--- src/rtl/alu_pkg.sv ---
// Shared ALU definitions: opcode encodings, command struct and the combinational evaluator.
package alu_pkg;

  localparam int unsigned RES_W  = 8;
  localparam int unsigned OPND_W = 4;

  localparam logic [OPND_W-1:0] OP_ADD  = 4'd0;
  localparam logic [OPND_W-1:0] OP_SUB  = 4'd1;
  localparam logic [OPND_W-1:0] OP_MUL  = 4'd2;
  localparam logic [OPND_W-1:0] OP_DIV  = 4'd3;
  localparam logic [OPND_W-1:0] OP_AND  = 4'd4;
  localparam logic [OPND_W-1:0] OP_OR   = 4'd5;
  localparam logic [OPND_W-1:0] OP_XOR  = 4'd6;
  localparam logic [OPND_W-1:0] OP_NAND = 4'd7;
  localparam logic [OPND_W-1:0] OP_NOR  = 4'd8;
  localparam logic [OPND_W-1:0] OP_NOT  = 4'd9;
  localparam logic [OPND_W-1:0] OP_MOD  = 4'd10;
  localparam logic [OPND_W-1:0] OP_SHL  = 4'd11;
  localparam logic [OPND_W-1:0] OP_SHR  = 4'd12;
  localparam logic [OPND_W-1:0] OP_LAST = 4'd12;

  typedef struct packed {
    logic [OPND_W-1:0] op;
    logic [OPND_W-1:0] x;
    logic [OPND_W-1:0] y;
  } alu_cmd_t;

  // Operands are zero-extended first so arithmetic wraps modulo 2^RES_W.
  function automatic logic [RES_W-1:0] alu_eval(input logic [OPND_W-1:0] op,
                                                input logic [OPND_W-1:0] x,
                                                input logic [OPND_W-1:0] y);
    logic [RES_W-1:0] xe;
    logic [RES_W-1:0] ye;
    logic [RES_W-1:0] r;
    xe = {4'b0000, x};
    ye = {4'b0000, y};
    r  = '0;
    case (op)
      OP_ADD:  r = xe + ye;
      OP_SUB:  r = xe - ye;
      OP_MUL:  r = xe * ye;
      OP_DIV:  r = xe / ye;
      OP_AND:  r = xe & ye;
      OP_OR:   r = xe | ye;
      OP_XOR:  r = xe ^ ye;
      OP_NAND: r = {4'b0000, ~(x & y)};
      OP_NOR:  r = {4'b0000, ~(x | y)};
      OP_NOT:  r = ~{y, x};
      OP_MOD:  r = xe % ye;
      OP_SHL:  r = xe << y;
      OP_SHR:  r = xe >> y;
      default: r = '0;
    endcase
    return r;
  endfunction

endpackage

--- src/rtl/alu_rr_scheduler_if.sv ---
// Command/result bundle between requesters, the scheduler and the result consumer.
interface alu_rr_scheduler_if
  import alu_pkg::*;
#(
  parameter int unsigned NUM_REQ = 2
);
  localparam int unsigned TAG_W = $clog2(NUM_REQ);

  logic [NUM_REQ-1:0]        req_valid;
  logic [NUM_REQ-1:0]        req_ready;
  logic [OPND_W*NUM_REQ-1:0] req_op;
  logic [OPND_W*NUM_REQ-1:0] req_x;
  logic [OPND_W*NUM_REQ-1:0] req_y;
  logic                      res_valid;
  logic                      res_ready;
  logic [RES_W-1:0]          res_data;
  logic [TAG_W-1:0]          res_tag;
  logic                      res_err;

  modport master (
    output req_valid, req_op, req_x, req_y, res_ready,
    input  req_ready, res_valid, res_data, res_tag, res_err
  );

  modport slave (
    input  req_valid, req_op, req_x, req_y, res_ready,
    output req_ready, res_valid, res_data, res_tag, res_err
  );

endinterface

--- src/rtl/rr_arbiter.sv ---
// Combinational round-robin arbiter: first requester at or after ptr, wrapping modulo N.
module rr_arbiter #(
  parameter  int unsigned N  = 2,
  localparam int unsigned IW = $clog2(N)
) (
  input  logic [N-1:0]  req,
  input  logic [IW-1:0] ptr,
  output logic [N-1:0]  grant,
  output logic [IW-1:0] grant_idx
);

  logic found;

  always_comb begin
    grant     = '0;
    grant_idx = '0;
    found     = 1'b0;
    for (int unsigned k = 0; k < N; k++) begin
      int unsigned idx;
      idx = (int'(ptr) + k) % N;
      if (!found && req[idx]) begin
        found      = 1'b1;
        grant[idx] = 1'b1;
        grant_idx  = IW'(idx);
      end
    end
  end

endmodule

--- src/rtl/alu_rr_scheduler.sv ---
// Round-robin shared 4-bit ALU with a registered tagged result port.
// Optional macro ALU_DIVZERO_TRAP_EN traps DIV/MOD by zero as 8'hFF with res_err set.
module alu_rr_scheduler
  import alu_pkg::*;
#(
  parameter int unsigned NUM_REQ = 2
) (
  input  logic             clk,
  input  logic             rst,
  alu_rr_scheduler_if.slave bus
);

  localparam int unsigned TAG_W = $clog2(NUM_REQ);

  logic [NUM_REQ-1:0] grant;
  logic [TAG_W-1:0]   grant_idx;
  logic [TAG_W-1:0]   rr_ptr_q, rr_ptr_d;
  logic               res_valid_q;
  logic [RES_W-1:0]   res_data_q, res_data_d;
  logic [TAG_W-1:0]   res_tag_q;
  logic               res_err_q, res_err_d;
  logic               can_accept;
  logic               accept;
  alu_cmd_t           cmd;

  rr_arbiter #(.N(NUM_REQ)) u_arb (
    .req       (bus.req_valid),
    .ptr       (rr_ptr_q),
    .grant     (grant),
    .grant_idx (grant_idx)
  );

  assign can_accept    = !res_valid_q || bus.res_ready;
  assign bus.req_ready = rst ? '0 : (grant & {NUM_REQ{can_accept}});
  assign accept        = |bus.req_ready;

  always_comb begin
    cmd = '0;
    for (int unsigned i = 0; i < NUM_REQ; i++) begin
      if (grant[i]) begin
        cmd.op = bus.req_op[i*OPND_W +: OPND_W];
        cmd.x  = bus.req_x [i*OPND_W +: OPND_W];
        cmd.y  = bus.req_y [i*OPND_W +: OPND_W];
      end
    end
  end

  always_comb begin
    res_data_d = alu_eval(cmd.op, cmd.x, cmd.y);
    res_err_d  = (cmd.op > OP_LAST);
`ifdef ALU_DIVZERO_TRAP_EN
    if ((cmd.op == OP_DIV || cmd.op == OP_MOD) && cmd.y == '0) begin
      res_data_d = 8'hFF;
      res_err_d  = 1'b1;
    end
`endif
    rr_ptr_d = (grant_idx == TAG_W'(NUM_REQ - 1)) ? '0 : grant_idx + 1'b1;
  end

  always_ff @(posedge clk or posedge rst) begin
    if (rst) begin
      res_valid_q <= 1'b0;
      res_data_q  <= '0;
      res_tag_q   <= '0;
      res_err_q   <= 1'b0;
      rr_ptr_q    <= '0;
    end else if (accept) begin
      res_valid_q <= 1'b1;
      res_data_q  <= res_data_d;
      res_tag_q   <= grant_idx;
      res_err_q   <= res_err_d;
      rr_ptr_q    <= rr_ptr_d;
    end else if (bus.res_ready) begin
      res_valid_q <= 1'b0;
    end
  end

  assign bus.res_valid = res_valid_q;
  assign bus.res_data  = res_data_q;
  assign bus.res_tag   = res_tag_q;
  assign bus.res_err   = res_err_q;

endmodule
--- src/flat_wrapper.sv ---
// flat-port wrapper written by rule: the top's interface ports become plain ports
module alu_rr_scheduler_flat import alu_pkg::*;
#(
  parameter int unsigned NUM_REQ = 2
)
  (clk, rst, bus_req_valid, bus_req_op, bus_req_x, bus_req_y, bus_res_ready, bus_req_ready, bus_res_valid, bus_res_data, bus_res_tag, bus_res_err);
  alu_rr_scheduler_if #(.NUM_REQ(NUM_REQ)) bus_i ();
  input  logic clk;
  input  logic rst;
  input wire logic [$bits(bus_i.req_valid)-1:0] bus_req_valid;
  input wire logic [$bits(bus_i.req_op)-1:0] bus_req_op;
  input wire logic [$bits(bus_i.req_x)-1:0] bus_req_x;
  input wire logic [$bits(bus_i.req_y)-1:0] bus_req_y;
  input wire logic [$bits(bus_i.res_ready)-1:0] bus_res_ready;
  output wire logic [$bits(bus_i.req_ready)-1:0] bus_req_ready;
  output wire logic [$bits(bus_i.res_valid)-1:0] bus_res_valid;
  output wire logic [$bits(bus_i.res_data)-1:0] bus_res_data;
  output wire logic [$bits(bus_i.res_tag)-1:0] bus_res_tag;
  output wire logic [$bits(bus_i.res_err)-1:0] bus_res_err;
  assign bus_i.req_valid = bus_req_valid;
  assign bus_i.req_op = bus_req_op;
  assign bus_i.req_x = bus_req_x;
  assign bus_i.req_y = bus_req_y;
  assign bus_i.res_ready = bus_res_ready;
  assign bus_req_ready = bus_i.req_ready;
  assign bus_res_valid = bus_i.res_valid;
  assign bus_res_data = bus_i.res_data;
  assign bus_res_tag = bus_i.res_tag;
  assign bus_res_err = bus_i.res_err;
  alu_rr_scheduler #(.NUM_REQ(NUM_REQ)) u_core (.clk(clk), .rst(rst), .bus(bus_i));
endmodule
--- config.mk ---
export PLATFORM = sky130hd
export DESIGN_NAME = alu_rr_scheduler_flat
export DESIGN_NICKNAME = d
export VERILOG_FILES = /design/src/rtl/alu_pkg.sv /design/src/rtl/alu_rr_scheduler_if.sv /design/src/rtl/rr_arbiter.sv /design/src/rtl/alu_rr_scheduler.sv /design/src/flat_wrapper.sv
export SDC_FILE = /design/constraint.sdc
export NUM_CORES = 1
export LEC_CHECK = 0
export ABC_AREA = 1
export CORE_MARGIN = 10
export CORE_UTILIZATION = 35
export DETAILED_ROUTE_END_ITERATION = 6
export GPL_TIMING_DRIVEN = 1
export SLEW_MARGIN = 20
export SYNTH_ARGS = -nofsm -noshare
export SYNTH_HDL_FRONTEND = slang
export SYNTH_SLANG_ARGS = --single-unit
--- constraint.sdc ---
create_clock -name clk -period 12.6 [get_ports clk]
set_clock_uncertainty 0.2 [all_clocks]
set_input_delay 2.52 -clock clk [delete_from_list [all_inputs] [get_ports clk]]
set_output_delay 2.52 -clock clk [all_outputs]
set_load 0.005 [all_outputs]
; Word level (Yosys, flattened, before mapping)
; Cells that the tools add are included.
[totals]
reg_bits = 12
latchBits = 0
mem_bits_rw = 0
romBits = 0
in_bits = 29
mem_count = 0
[op_classes]
addsub = 4
mul = 1
div_mod_pow = 2
magnitude_cmp = 5
n_eq_ne = 12
n_shift = 2
n_mux = 20
bitwise_logic = 10
reduce_logical = 9
[op_table]
columns = operator, n
row1 = $pmux W8 S13, 1
row2 = $mux W12, 2
row3 = $eq A4 B4 Y1 const B, 5
row4 = $eq A4 B3 Y1 const B, 4
row5 = $mux W1, 12
row6 = $and A4 B4 Y4, 2
row7 = $div A4 B4 Y8, 1
row8 = $eq A4 B2 Y1 const B, 2
row9 = $mod A4 B4 Y8, 1
row10 = $mul A4 B4 Y8, 1
row11 = $not A4 Y4, 2
row12 = $not A8 Y8, 1
row13 = $or A4 B4 Y4, 2
row14 = $shl A4 B4 Y8, 1
row15 = $shr A4 B4 Y8, 1
row16 = $mux W2, 3
row17 = $add A4 B4 Y5, 1
row18 = $sub A4 B4 Y5, 1
row19 = $eq A4 B1 Y1 const B, 1
row20 = $gt A4 B4 Y1 const B, 1
row21 = $logic_not A4 Y1, 1
row22 = $lt A1 B2 Y1 const B, 2
row23 = $xor A4 B4 Y4, 1
row24 = $logic_and A1 B1 Y1, 3
row25 = other kinds (9), 13

; Logic depth before layout (Yosys ltp)
[logic_depth]
word_depth = 12
ltp_mapped = 69
mapped_depth_nobuf = 68

; Modules after synthesis
; A second synthesis with hierarchy kept.
[hier_totals]
cells_unflattened = 617
area_unflattened_um2 = 3826.2
[by_module_without_submodules]
columns = module, instances, cells_each, area_each_um2, seq_area_each_um2
row1 = alu_rr_scheduler, 1, 612, 3797.4, 300.3
row2 = rr_arbiter, 1, 5, 28.8, 0.0

; Worst setup path after synthesis
; OpenSTA, ideal clock, no wires.
[synth_timing]
path_kind = in2reg
from = input port bus_req_valid[0]
to = register u_core.res_data_q[1] (netlist: u_core.bus.res_data[1])
t_arrival_ns = 11.615
t_required_ns = 12.282
path_slack_ns = 0.667
stages = 63
cell_sequence = nand2_2 -> nand3_1 -> nand2_1 -> clkbuf_1 -> inv_1 -> ha_1 -> nor2_1 -> nor2_1 -> nor2_1 -> inv_1 -> nand3_1 -> inv_1 -> ha_1 -> nand2_1 -> nand3b_1 -> nand2_1 -> nand2_1 -> nand2_4 -> [27 not listed] -> nor2_1 -> nand2_1 -> nor2_4 -> nand2_4 -> o21ai_0 -> inv_1 -> ha_1 -> a21o_1 -> a31oi_1 -> nand2_1 -> nor2_1 -> nand2_2 -> nor2_4 -> nand2_1 -> nand3_1 -> nand2_1 -> nand2_1 -> nand2_1
[synth_between]
elab_chain_cells = 11
[synth_lines]
columns = element, line
row1 = "start, declared", flat_wrapper.sv:10  ; input wire logic [$bits(bus_i.req_valid)-1:0] bus_req_valid;
row2 = $mux W1 (not written as such) (2 in a row), rr_arbiter.sv:21  ; if (!found && req[idx]) begin
row3 = $mux W1, rr_arbiter.sv:21
row4 = $logic_not A1 Y1, rr_arbiter.sv:21
row5 = $logic_and A1 B1 Y1, rr_arbiter.sv:21
row6 = $mux W2 (*), rr_arbiter.sv:21
row7 = "parallel branches: the longest is 5 deep, another holds $mod A4 B4 Y8", n/a
row8 = "end signal, assigned", alu_rr_scheduler.sv:69  ; res_data_q <= res_data_d;
row9 = "end, declared", alu_rr_scheduler.sv:19  ; logic [RES_W-1:0] res_data_q, res_data_d;
; Mark *: on every way between the ends. The select of a mux whose other input is x is not followed.
; A chain may end at the register's enable or synchronous reset.

; Final worst setup path
[layout_timing]
from = input port bus_req_y[0]
to = register u_core.res_data_q[7] (netlist: u_core.bus.res_data[7])
[layout_between]
elab_chain_cells = 4
[layout_lines]
columns = element, line
row1 = "start, declared", flat_wrapper.sv:13  ; input wire logic [$bits(bus_i.req_y)-1:0] bus_req_y;
row2 = $mux W12 (*) (2 in a row), alu_rr_scheduler.sv:40  ; if (grant[i]) begin
row3 = "$mod A4 B4 Y8, or another cell as far along", alu_pkg.sv:49  ; OP_MOD: r = xe % ye;
row4 = $pmux W8 S13 (*), alu_pkg.sv:38  ; case (op)
; Every way passes the cells marked *; elsewhere a longest branch is shown, timed or not.

==> impl_metrics.csv <==
group,metric,value,unit
outcome,status,"finished, final reports clean",
hold_path,hp-class,"register to register",
sta,finalHoldViolations,0,
detailed_routing,viasPerCell,5.07,
clock_tree,cts_buffers,3,
floorplan,num_rows,37,
synth,synth-edff-count,0,
cells_and_area,drive_gt1_share,8.49,%
detailed_routing,ant_nets,0,
place,dpl-instance-area,4380,um2
clock_tree,cts_setup_buffers,0,
synth,ys_seq_area_share,8.05,%
sta,timing.setup.tns,0,ns
floorplan,start_util,36.0,%
sta,period_minus_slack,11.81,ns
detailed_routing,drt-initial-drc-count,380,
floorplan,die-area,15200,um2
setup_path,critPathMaxStageDelay,0.47,ns
synth,yosysWarnings,0,
clock_tree,clk_pin_slew,0.05,ns
synth,syn_avg_cell_area,6.04,um2
detailed_routing,first_pass_iters,5,
synth,synth_most_common_cell,"nand2_1",
clock_tree,htree_levels,1,
clock_tree,clock_sinks,12,
setup_path,required,12.53,ns
synth,syn_inst,618,
floorplan,ioPinCount,42,
place,gp_congestion,0.912,
cells_and_area,syn_to_final_growth,19.9,%
setup_path,crit_type,"primary input to register",
place,place_hpwl,9.90,mm
global_routing,first_global_vias,3962,
setup_path,crit_top_cell,"nand2_1",
cells_and_area,multi_input_area,3040,um2
detailed_routing,num_vias,4091,
synth,ys_async_sr_fraction,100,%
global_routing,grt_pass1_wl,19.5,mm
detailed_routing,wire_per_inst,14.8,um
setup_path,worst_setup_path_start_kind,"primary input",
global_routing,grt_max_degree,23,
synth,synthTopCellsByArea,"ha_1, nand2_1, inv_1",
floorplan,die_w,123,um
global_routing,antenna_found_initial,0,
clock_tree,insertion_delay,0.25,ns
cells_and_area,nNetsFinal,761,
cells_and_area,antenna_cells,0,
cells_and_area,design_area,4470,um2
synth,ys_types,43,
synth,ys.flop_type,"dfrtp_1",
global_routing,grt_util_met3,2.05,%
clock_tree,cts_tree,"yes",
setup_path,cp-end-kind,"register",
global_routing,grtUsageMet1,20.1,%
cells_and_area,n_fill_cell,1103,
setup_path,cp_slowest_cell,"clkdlybuf4s50_1",
detailed_routing,totalWireLength,11.9,mm
global_routing,grtUsageTotal,15.5,%
global_routing,grtUsageMet2,26.5,%
global_routing,grt_overflow,0,
global_routing,busiest_layer,"met2",
synth,synth_commonest_cells,"nand2_1, inv_1, ha_1, nor2_1, nand3_1",
synth,synth.cell_area,3730,um2
setup_path,worst-path-max-fanout,10,
run,max-cap-violations,0,
cells_and_area,post-route-util,43.1,%
sta,slew_headroom,41.2,%
synth,synth_top_area_cell,"ha_1",
sta,period_share,93.7,%
synth,synth_top_area_share,17.8,%
sta,max_freq,84.7,MHz
sta,final_max_slew_viol_count,0,
sta,setup_viol,0,
cells_and_area,seq_area,300,um2
place,port_buffers,41,
sta,timing.hold.ws,0.273,ns
clock_tree,cts_buffer_depth,2,
setup_path,worstPathArrival,11.74,ns
synth,ys_ff_latch,12,
detailed_routing,drc,0,
floorplan,die_y,123,um
sta,tightest_slew,0.879,ns
setup_path,cp_top_family,"simple AND/OR/NAND/NOR gates",
floorplan,core-area,10400,um2
clock_tree,cts_root_buffer,"clkbuf_8",
setup_path,crit_buf_inv,9,
metal layers:
metal | routed length [um] | part of all wire [%] | up-vias
li1 | - | - | 2121
met1 | 5570 | 47 | 1825
met2 | 5270 | 44 | 126
met3 | 795 | 6.7 | 19
met4 | 284 | 2.4 | 0
met5 | 0 | 0 | -
area by class of cell:
| type | count | area share [%] |
|---|---|---|
| flip-flops and latches | 12 | 6.72 |
| well taps | 136 | 3.81 |
| repair buffers | 51 | 11.0 |
| inverters | 109 | 9.21 |
| multi-input cells | 495 | 68.1 |
| clock buffers | 4 | 1.23 |
worst register-to-register path: cells and delay by family, from the launching register on:
family	cells	cell delay, ns
AOI/OAI and AO/OA	15	2.39
and+or+nand+nor	33	3.55
adders and majority gates	7	2.22
DFF	1	0.36
buffers and inverters	10	0.79
state kept, by name, summed over array words and instances, names as in the netlist:
register / cells
u_core.bus.res_err: 1
u_core.rr_ptr_q: 1
u_core.bus.res_data: 8
u_core.bus.res_tag: 1
u_core.bus.res_valid: 1
final timing paths:
path	startpoint	endpoint	slack [ns]	cells past startpoint
max	bus_req_y[0]	u_core.bus.res_data[7]$_DFFE_PP0P_	0.79	64
min	u_core.bus.res_data[1]$_DFFE_PP0P_	u_core.bus.res_data[1]$_DFFE_PP0P_	0.27	2
max reg2reg	u_core.rr_ptr_q$_DFFE_PP0P_	u_core.bus.res_data[7]$_DFFE_PP0P_	3.00	65
min reg2reg	u_core.bus.res_data[1]$_DFFE_PP0P_	u_core.bus.res_data[1]$_DFFE_PP0P_	0.27	2
max in group asynchronous	rst	u_core.bus.res_data[4]$_DFFE_PP0P_	9.48	2
min in group asynchronous	rst	u_core.bus.res_err$_DFFE_PP0P_	2.39	2
cells in the final DEF (no fill, tap or decap), types with 4 or more instances in the layout:
cell type / synthesis / final
nand2_1: 161 / 161
inv_1: 104 / 104
ha_1: 53 / 52
nor2_1: 50 / 48
nand3_1: 44 / 44
clkdlybuf4s50_1: 0 / 39
a21oi_1: 31 / 29
o21ai_0: 28 / 26
xor2_1: 13 / 13
nand2_2: 12 / 12
dfrtp_1: 12 / 12
buf_4: 0 / 10
nand4_1: 9 / 9
o22ai_1: 8 / 8
nor2_2: 6 / 8
xnor2_1: 7 / 7
fa_1: 7 / 7
nor3_1: 6 / 6
o21a_1: 5 / 5
nor2_4: 4 / 4
or2_2: 4 / 4
o2111ai_1: 4 / 4
conb_1: 1 / 4
clkbuf_8: 0 / 4
cells by family after synthesis:
group	synth area share [%]
AOI/OAI and AO/OA	16.7
xor gates and xnor gates	4.70
adders and majority gates	21.5
buffers and inverters	11.5
DFF	8.05
other	0.101
and+or+nand+nor	37.4
per-stage QoR:
stage | setup slack (ns) | std cells
6_report | 0.793 | 807
5_1_grt | -0.0894 | 807
4_1_cts | 0.227 | 807
3_5_place_dp | 0.00207 | 803
3_3_place_gp | 0.364 | 803
2_1_floorplan | 0.667 | 621
timing repair:
action / 4_1_cts / 5_1_grt
endpoints found under the setup margin: 0 / 8
gates resized for setup: 0 / 12
hold buffers: 0 / 0
Power is not shown: default switching activity piles up to over one toggle a cycle in this logic, so the estimate is an artifact.
